[config.mk]
export PLATFORM = sky130hd
export DESIGN_NAME = seg_scan_mux
export DESIGN_NICKNAME = d
export VERILOG_FILES = /design/src/rtl/seg_scan_pkg.sv /design/src/rtl/seg_scan_prescaler.sv /design/src/rtl/seg_scan_mux.sv
export SDC_FILE = /design/constraint.sdc
export NUM_CORES = 1
export LEC_CHECK = 0
export ABC_AREA = 1
export BUFFER_PORTS_ARGS = -buffer_cell sky130_fd_sc_hd__buf_2
export CAP_MARGIN = 20
export CORE_ASPECT_RATIO = 0.6
export CORE_MARGIN = 2
export CORE_UTILIZATION = 50
export CTS_BUF_LIST = sky130_fd_sc_hd__clkbuf_8
export DETAILED_ROUTE_END_ITERATION = 6
export GPL_ROUTABILITY_DRIVEN = 0
export PLACE_DENSITY = 0.77
export SLEW_MARGIN = 20
export SYNTH_ARGS = -nofsm -noshare
export SYNTH_HDL_FRONTEND = slang
export SYNTH_HIERARCHICAL = 1
export SYNTH_SLANG_ARGS = --single-unit
export TNS_END_PERCENT = 30
[constraint.sdc]
create_clock -name clk -period 4.44 [get_ports clk]
set_input_delay 0.888 -clock clk [delete_from_list [all_inputs] [get_ports clk]]
set_output_delay 0.888 -clock clk [all_outputs]
set_load 0.02 [all_outputs]
[src/rtl/seg_scan_pkg.sv]
// Shared types and constants for the 7-segment scan multiplexer.
package seg_scan_pkg;

  localparam int DIGIT_W = 4;
  localparam logic [DIGIT_W-1:0] BLANK_CODE = 4'hF;

  typedef enum logic [1:0] {
    IDLE  = 2'd0,
    DRIVE = 2'd1,
    GUARD = 2'd2
  } scan_state_e;

endpackage

[src/rtl/seg_scan_prescaler.sv]
// Cycle counter 0..LIMIT-1 with synchronous clear; terminal is high on the last count.
module seg_scan_prescaler
  import seg_scan_pkg::*;
#(
  parameter int LIMIT = 2
) (
  input  logic clk,
  input  logic rst,
  input  logic clear,
  input  logic count,
  output logic terminal
);

  localparam int CW = (LIMIT > 1) ? $clog2(LIMIT) : 1;
  localparam logic [CW-1:0] LAST = CW'(LIMIT - 1);

  logic [CW-1:0] cnt_q;

  always_ff @(posedge clk) begin
    if (rst || clear) begin
      cnt_q <= '0;
    end else if (count) begin
      cnt_q <= terminal ? '0 : cnt_q + 1'b1;
    end
  end

  assign terminal = (cnt_q == LAST);

endmodule

[src/rtl/seg_scan_mux.sv]
// Scan controller for an N-digit multiplexed 7-segment display (IDLE/DRIVE/GUARD).
// Optional build macro: LEADING_ZERO_BLANK_EN blanks leading zero digits.
module seg_scan_mux
  import seg_scan_pkg::*;
#(
  parameter int NUM_DIGITS   = 4,
  parameter int SCAN_DIV     = 50000,
  parameter int GUARD_CYCLES = 2
) (
  input  logic                          clk,
  input  logic                          rst,
  input  logic                          enable,
  input  logic                          load,
  input  logic [DIGIT_W*NUM_DIGITS-1:0] digits_in,
  input  logic                          blank,
  output logic [DIGIT_W-1:0]            digit_code,
  output logic [NUM_DIGITS-1:0]         digit_sel,
  output logic                          frame_done
);

  localparam int IDX_W  = $clog2(NUM_DIGITS);
  localparam int CODE_W = DIGIT_W * NUM_DIGITS;
  localparam logic [IDX_W-1:0] LAST_IDX = IDX_W'(NUM_DIGITS - 1);

  scan_state_e       state_q, state_d;
  logic [IDX_W-1:0]  index_q;
  logic [CODE_W-1:0] shadow_q, active_q;
  logic              blank_q;
  logic              drive_run, guard_run;
  logic              drive_term, guard_term;
  logic              slot_end, wrap;
  logic              lz_blank;
  logic [DIGIT_W-1:0] cur_code;

  assign drive_run = enable && (state_q == DRIVE);
  assign guard_run = enable && (state_q == GUARD);
  assign slot_end  = guard_run && guard_term;
  assign wrap      = slot_end && (index_q == LAST_IDX);

  // Counters are held clear outside their own state, so every slot starts at zero.
  seg_scan_prescaler #(.LIMIT(SCAN_DIV)) u_drive_cnt (
    .clk      (clk),
    .rst      (rst),
    .clear    (!drive_run),
    .count    (drive_run),
    .terminal (drive_term)
  );

  seg_scan_prescaler #(.LIMIT(GUARD_CYCLES)) u_guard_cnt (
    .clk      (clk),
    .rst      (rst),
    .clear    (!guard_run),
    .count    (guard_run),
    .terminal (guard_term)
  );

  always_comb begin
    state_d = state_q;
    if (!enable) begin
      state_d = IDLE;
    end else begin
      case (state_q)
        IDLE:    state_d = DRIVE;
        DRIVE:   if (drive_term) state_d = GUARD;
        GUARD:   if (guard_term) state_d = DRIVE;
        default: state_d = IDLE;
      endcase
    end
  end

  always_ff @(posedge clk) begin
    if (rst) begin
      state_q <= IDLE;
    end else begin
      state_q <= state_d;
    end
  end

  always_ff @(posedge clk) begin
    if (rst || !enable || (state_q == IDLE)) begin
      index_q <= '0;
    end else if (slot_end) begin
      index_q <= (index_q == LAST_IDX) ? '0 : index_q + 1'b1;
    end
  end

  // Active digits only change at scan start or frame wrap, so a frame never tears.
  always_ff @(posedge clk) begin
    if (rst) begin
      shadow_q <= {NUM_DIGITS{BLANK_CODE}};
      active_q <= {NUM_DIGITS{BLANK_CODE}};
      blank_q  <= 1'b0;
    end else begin
      if (load) shadow_q <= digits_in;
      if ((enable && (state_q == IDLE)) || wrap) active_q <= shadow_q;
      blank_q <= blank;
    end
  end

  assign cur_code = active_q[index_q*DIGIT_W +: DIGIT_W];

`ifdef LEADING_ZERO_BLANK_EN
  // zero_run[i] is set when digit i and every digit above it hold zero.
  logic [NUM_DIGITS:0] zero_run;
  always_comb begin
    zero_run = '0;
    zero_run[NUM_DIGITS] = 1'b1;
    for (int i = NUM_DIGITS - 1; i >= 0; i--) begin
      zero_run[i] = zero_run[i+1] && (active_q[i*DIGIT_W +: DIGIT_W] == '0);
    end
  end
  assign lz_blank = (index_q != '0) && zero_run[index_q];
`else
  assign lz_blank = 1'b0;
`endif

  always_comb begin
    digit_sel  = '0;
    digit_code = BLANK_CODE;
    frame_done = 1'b0;
    if (state_q == DRIVE) begin
      digit_sel[index_q] = 1'b1;
      digit_code = (blank_q || lz_blank) ? BLANK_CODE : cur_code;
      frame_done = drive_term && (index_q == LAST_IDX);
    end
  end

endmodule

# Word level (Yosys, flattened, before mapping)

Index checks and enable logic that the tools add are counted.

Register bits after elaboration: 54
Latch bits: 0
Bits in writable memories: 0
Bits in read-only memories: 0
Memories: 0

Add/subtract/negate cells: 3
$mul: 0
Div/mod/pow operators: 0
Magnitude comparators: 2
Eq/ne operators: 6
Shifts and indexed selects: 1
Muxes and demuxes: 12
Bitwise logic cells: 1
Reduce and logical (&&, ||, !) cells: 18

Operators with widths:

| cell                                                                                | count |
|---|---|
| 16-bit by 1-bit adder with 16-bit output, second input constant                     | 1 |
| 16-bit == test, second input constant                                               | 1 |
| 16-bit two-way mux                                                                  | 1 |
| 16-bit by 5-bit variable part select with 4-bit output                              | 1 |
| 4-bit two-way mux                                                                   | 3 |
| 1-bit logical AND                                                                   | 7 |
| 2-bit two-way mux                                                                   | 3 |
| 2-bit case mux with 3 select lines                                                  | 1 |
| 1-bit logical OR                                                                    | 5 |
| 2-bit == test, second input constant                                                | 2 |
| 1-bit logical NOT                                                                   | 3 |
| 2-bit by 3-bit < comparator with 1-bit output, second input constant                | 1 |
| 1-bit two-way mux                                                                   | 3 |
| 2-bit by 1-bit adder with 2-bit output, second input constant                       | 1 |
| 1-bit demux with 2-bit select                                                       | 1 |
| 2-bit by 1-bit == test with 1-bit output, second input constant                     | 1 |
| 2-bit by 1-bit greater-or-equal comparator with 1-bit output, second input constant | 1 |
| 2-bit logical NOT                                                                   | 1 |
| 2-bit by 1-bit != test with 1-bit output, second input constant                     | 1 |
| 2-bit != test, second input constant                                                | 1 |
| 2-bit AND reduction                                                                 | 1 |
| 2-bit OR reduction                                                                  | 1 |
| 1-bit adder, second input constant                                                  | 1 |
| 1-bit NOT                                                                           | 1 |

# Logic depth before layout (Yosys ltp)

Depth after elaboration: 5
Mapped depth: 12
Mapped depth without buffers: 12

# Cells and area by module

Netlist, hierarchy kept.

Modules (own cells, without submodules):

| module                           | times used | cells each | area an instance (sq um) | seq. area each (sq um) |
|---|---|---|---|---|
| seg_scan_mux                     | 1          | 214        | 1629.1                   | 740.7 |
| seg_scan_prescaler (u_drive_cnt) | 1          | 128        | 858.3                    | 320.3 |
| seg_scan_prescaler (u_guard_cnt) | 1          | 6          | 41.3                     | 20.0 |

# Worst setup path before layout

Ideal clock, no wire load.

Path kind: flip-flop to output port
From: register u_drive_cnt.cnt_q[0]
To: output frame_done
Arrival: 1558 ps
Data required time: 3552 ps
Path slack: 1994 ps
Stages on the path, launching flop included: 6
Path buffers: 0
Path through: dfxtp_1 -> ha_1 -> nand3_1 -> nor4_1 -> inv_1 -> nor3_1

Longest elaborated chain between the ends: 3

Ends and longest elaborated chain:

| item                   | RTL line                 | text |
|---|---|---|
| from (decl)            | seg_scan_prescaler.sv:17 | `logic [CW-1:0] cnt_q;` |
| from (signal assigned) | seg_scan_prescaler.sv:23 | `cnt_q <= terminal ? '0 : cnt_q + 1'b1;` |
| 16-bit == test         | seg_scan_prescaler.sv:27 | `assign terminal = (cnt_q == LAST);` |
| named net drive_term   | seg_scan_mux.sv:30       | `logic drive_term, guard_term;` |
| 1-bit logical AND      | seg_scan_mux.sv:124      | `frame_done = drive_term && (index_q == LAST_IDX);` |
| 1-bit two-way mux      | seg_scan_mux.sv:121      | `if (state_q == DRIVE) begin` |
| to (decl)              | seg_scan_mux.sv:18       | `output logic frame_done` |

The timed path passes the listed nets, and every way through them passes these cells.

# Worst setup path in the final report

Ends and elaborated chain as after synthesis.

==> results.py <==
metrics = {
    "worst_setup_path": {
        "path_buf_inv": 2,
        "timing.rr.start": "state_q[0]$_SDFFE_PP0P_",
        "cp-start-kind": "register",
        "worstPathRequired_ns": 3.55,
        "rr_endpoint": "u_drive_cnt/cnt_q[2]$_SDFFE_PP0P_",
        "worstPathArrival_ns": 1.92,
        "crit_fanout": 4,
        "criticalPathCategory": "reg -> out",
        "reg2reg_depth": 8,
        "cp-end-kind": "output pin",
        "cp_slowest_cell": "dfxtp_1",
        "path_cells": "ha_1, nand3_1, nor4_1, inv_1, nor3_1, buf_2",
        "slowest_delay_ns": 0.39,
        "crit_family": "simple AND/OR/NAND/NOR gates",
        "rrSetupSlack_ns": 2.19,
    },
    "clock_network": {
        "clk_pin_slew_ns": 0.10,
        "clock-sinks": 54,
        "htreeDepth": 2,
        "cts_tree": "yes",
        "cts.repair.resized": 0,
        "cts-buffers-inserted": 5,
        "root_buffer": "clkbuf_8",
        "cts_setup_buffers": 0,
        "hold_buffers": 0,
        "cts_buffer_depth": 2,
        "insertion_delay_ns": 0.32,
    },
    "routing": {
        "drt_iter0_drc": 158,
        "routed_via_density": 5.09,
        "drcViolationCount": 0,
        "final_antenna_net_count": 0,
        "dr.pass1.iters": 5,
        "vias": 2231,
        "routed_wl_um": 5390,
        "post_drt_wl_per_cell_um": 12.3,
    },
    "sta": {
        "slew_viol_final": 0,
        "rsz0062_at_grt": "no",
        "tightest_slew_ns": 0.984,
        "finClkSkew_ns": 0.00676,
        "period_needed_ns": 2.81,
        "setup_viol": 0,
        "tns_ns": 0,
        "fmax_mhz": 356,
        "maxSlewHeadroom_pct": 34.3,
        "hold_viol_final": 0,
        "min_period_over_period_pct": 63.3,
    },
    "run_status": {
        "outcome": "finished clean",
    },
    "logic_synthesis": {
        "synth.largest_area_cell": "dfxtp_1",
        "netlist.area_leader.share_pct": 42.8,
        "avgSynthCellArea_um2": 7.27,
        "syn-cell-area_um2": 2530,
        "synth_compound_gate_area_share_pct": 5.44,
        "synthMuxAreaShare_pct": 0.396,
        "ys_ff_latch": 54,
        "synthAdderAreaFrac_pct": 2.47,
        "netlist_instances": 348,
        "synth.distinct_cells": 30,
        "yosys.area_share.simple_pct": 39.8,
        "synthTopCellsByArea": "dfxtp_1 43%, nand3_1 12%, nand2_1 12%",
        "seq_area_frac_synth_pct": 42.8,
        "synth_nets": 374,
        "yosysWarningCount": 6,
        "synth-xor-area-share_pct": 1.73,
        "synth_top_family_by_area": "simple AND/OR/NAND/NOR gates",
    },
    "finish": {
        "multi_input_area_um2": 1260,
        "area_growth_pct": 10.6,
        "final_area_um2": 2800,
        "drive_above_1_share_pct": 16.3,
        "final_common_cell": "nand2_1",
        "regArea_um2": 1080,
        "num-nets-final": 400,
        "fill_cells": 437,
        "n_antenna_cell": 0,
        "layout_common_cells": "81 x nand2_1, 63 x nand3_1, 54 x dfxtp_1, 45 x nor2_1, 31 x inv_1",
        "fin_util_pct": 59.4,
    },
    "placed_design": {
        "numPortBuffers": 29,
        "hpwl_um": 4010,
        "dpl_cell_area_um2": 2700,
    },
    "floorplanning": {
        "core_area_um2": 4710,
        "dieArea_um2": 5660,
        "boundaryPins": 30,
        "start_util_pct": 53.7,
        "die_x_um": 95.8,
        "fp.dieH_um": 59.1,
        "fp-row-count": 19,
    },
    "power_and_ir_drop": {
        "comb_power_share_pct": 8.5,
        "pwr-share-seq_pct": 58.4,
        "pwr-share-clk_pct": 33.2,
        "leakage_uw": 0.00116,
        "p_int_uw": 655,
        "switching_share_pct": 26.5,
        "power_density_nw_per_um2": 318,
        "power_switching_uw": 236,
        "ir_drop_mv": 0.175,
    },
    "global_route": {
        "overflow": 0,
        "grt_pass1_vias": 1955,
        "grt_first_pass_wirelength_um": 9300,
        "antenna_found_initial": 0,
        "grt_max_degree": 33,
        "grtUsageTotal_pct": 21.3,
    },
    "hold_path": {
        "min-delay-start": "shadow_q[11]$_SDFFE_PP1P_",
        "hold_end": "active_q[11]$_SDFFE_PP1P_",
        "hold_depth": 2,
        "worstHoldPathType": "reg -> reg",
    },
    "job": {
        "drv_cap": 0,
    },
}
cell usage after synthesis:
cell,instances
nor2_2,4
xnor2_1,1
or2_2,5
clkbuf_1,5
nand3_1,63
nor2_8,1
inv_2,3
nor4_1,1
buf_4,1
nand3b_1,1
nand3_2,1
xor2_1,4
nor2_1,45
dfxtp_1,54
inv_1,31
a21oi_1,6
nand2_4,2
ha_1,5
nand2_1,81
o21ai_0,8
nand2_2,3
nand4_4,1
clkinv_1,2
buf_6,1
buf_2,3
o211ai_1,8
nor3_1,2
nor2_4,4
a22oi_1,1
mux2i_1,1
metrics by stage:
step           power, uW  worst slack (ns)  cells  hold WS, ns
6_report             891              1.63    438        0.468
3_5_place_dp         605              1.98    430        0.441
4_1_cts              897              1.64    438        0.470
5_1_grt              929              1.45    438        0.496
3_3_place_gp         604              2.02    430        0.441
2_1_floorplan        582              1.99    348        0.429
power by group through the flow:
stage          Combinational, uW  Sequential (uW)  Clock (uW)
2_1_floorplan               55.9              526           0
3_3_place_gp                73.4              530           0
3_5_place_dp                74.5              531           0
4_1_cts                     75.2              520         302
5_1_grt                     86.4              523         320
6_report                    75.3              520         295
cells by family after synthesis:
kind of cell / after synthesis
fa+ha+maj: 5
buf+inv: 46
flops: 54
simple gates: 214
compound gates: 23
xor+xnor: 5
mux: 1
worst register-to-register path: cells and delay by family (launching register included):
family / cells / cell delay (ns)
and+or+nand+nor: 4 / 1.22
buffers and inverters: 4 / 0.49
DFF: 1 / 0.48
final cells by class:
cell class,instances,area share [%]
multi-input combinational,248,45.0
sequential,54,38.6
timing repair buffer,29,5.19
clock buffer,5,2.46
tap,63,2.82
inverter,36,4.83
clock inverter,3,1.03
state kept, by name, summed over array words and instances (netlist names):
name / count
active_q: 16
blank_q: 1
index_q: 2
shadow_q: 16
state_q: 2
u_drive_cnt/cnt_q: 16
u_guard_cnt/terminal: 1
worst max-delay path by stage:
stage / start / to / slack (ns) / cells after the start
finish: u_drive_cnt/cnt_q[0]$_SDFFE_PP0P_ / frame_done / 1.63 / 6
global route: u_drive_cnt/cnt_q[0]$_SDFFE_PP0P_ / frame_done / 1.45 / 6
CTS: u_drive_cnt/cnt_q[0]$_SDFFE_PP0P_ / frame_done / 1.64 / 6
detailed placement: enable / u_drive_cnt/cnt_q[8]$_SDFFE_PP0P_ / 1.98 / 7
global placement: enable / u_drive_cnt/cnt_q[0]$_SDFFE_PP0P_ / 2.02 / 7
floorplan: u_drive_cnt/cnt_q[0]$_SDFFE_PP0P_ / frame_done / 1.99 / 5
metal layers:
metal  up-vias  global-route usage, %  part of all wire [%]
met5         -                      0                     0
met4         0                   6.12                  0.89
met3         5                   3.94                   8.5
met2        82                   26.9                    36
met1       975                   35.6                    54
li1       1169                      -                     -
(Power assumes the default switching activity.)
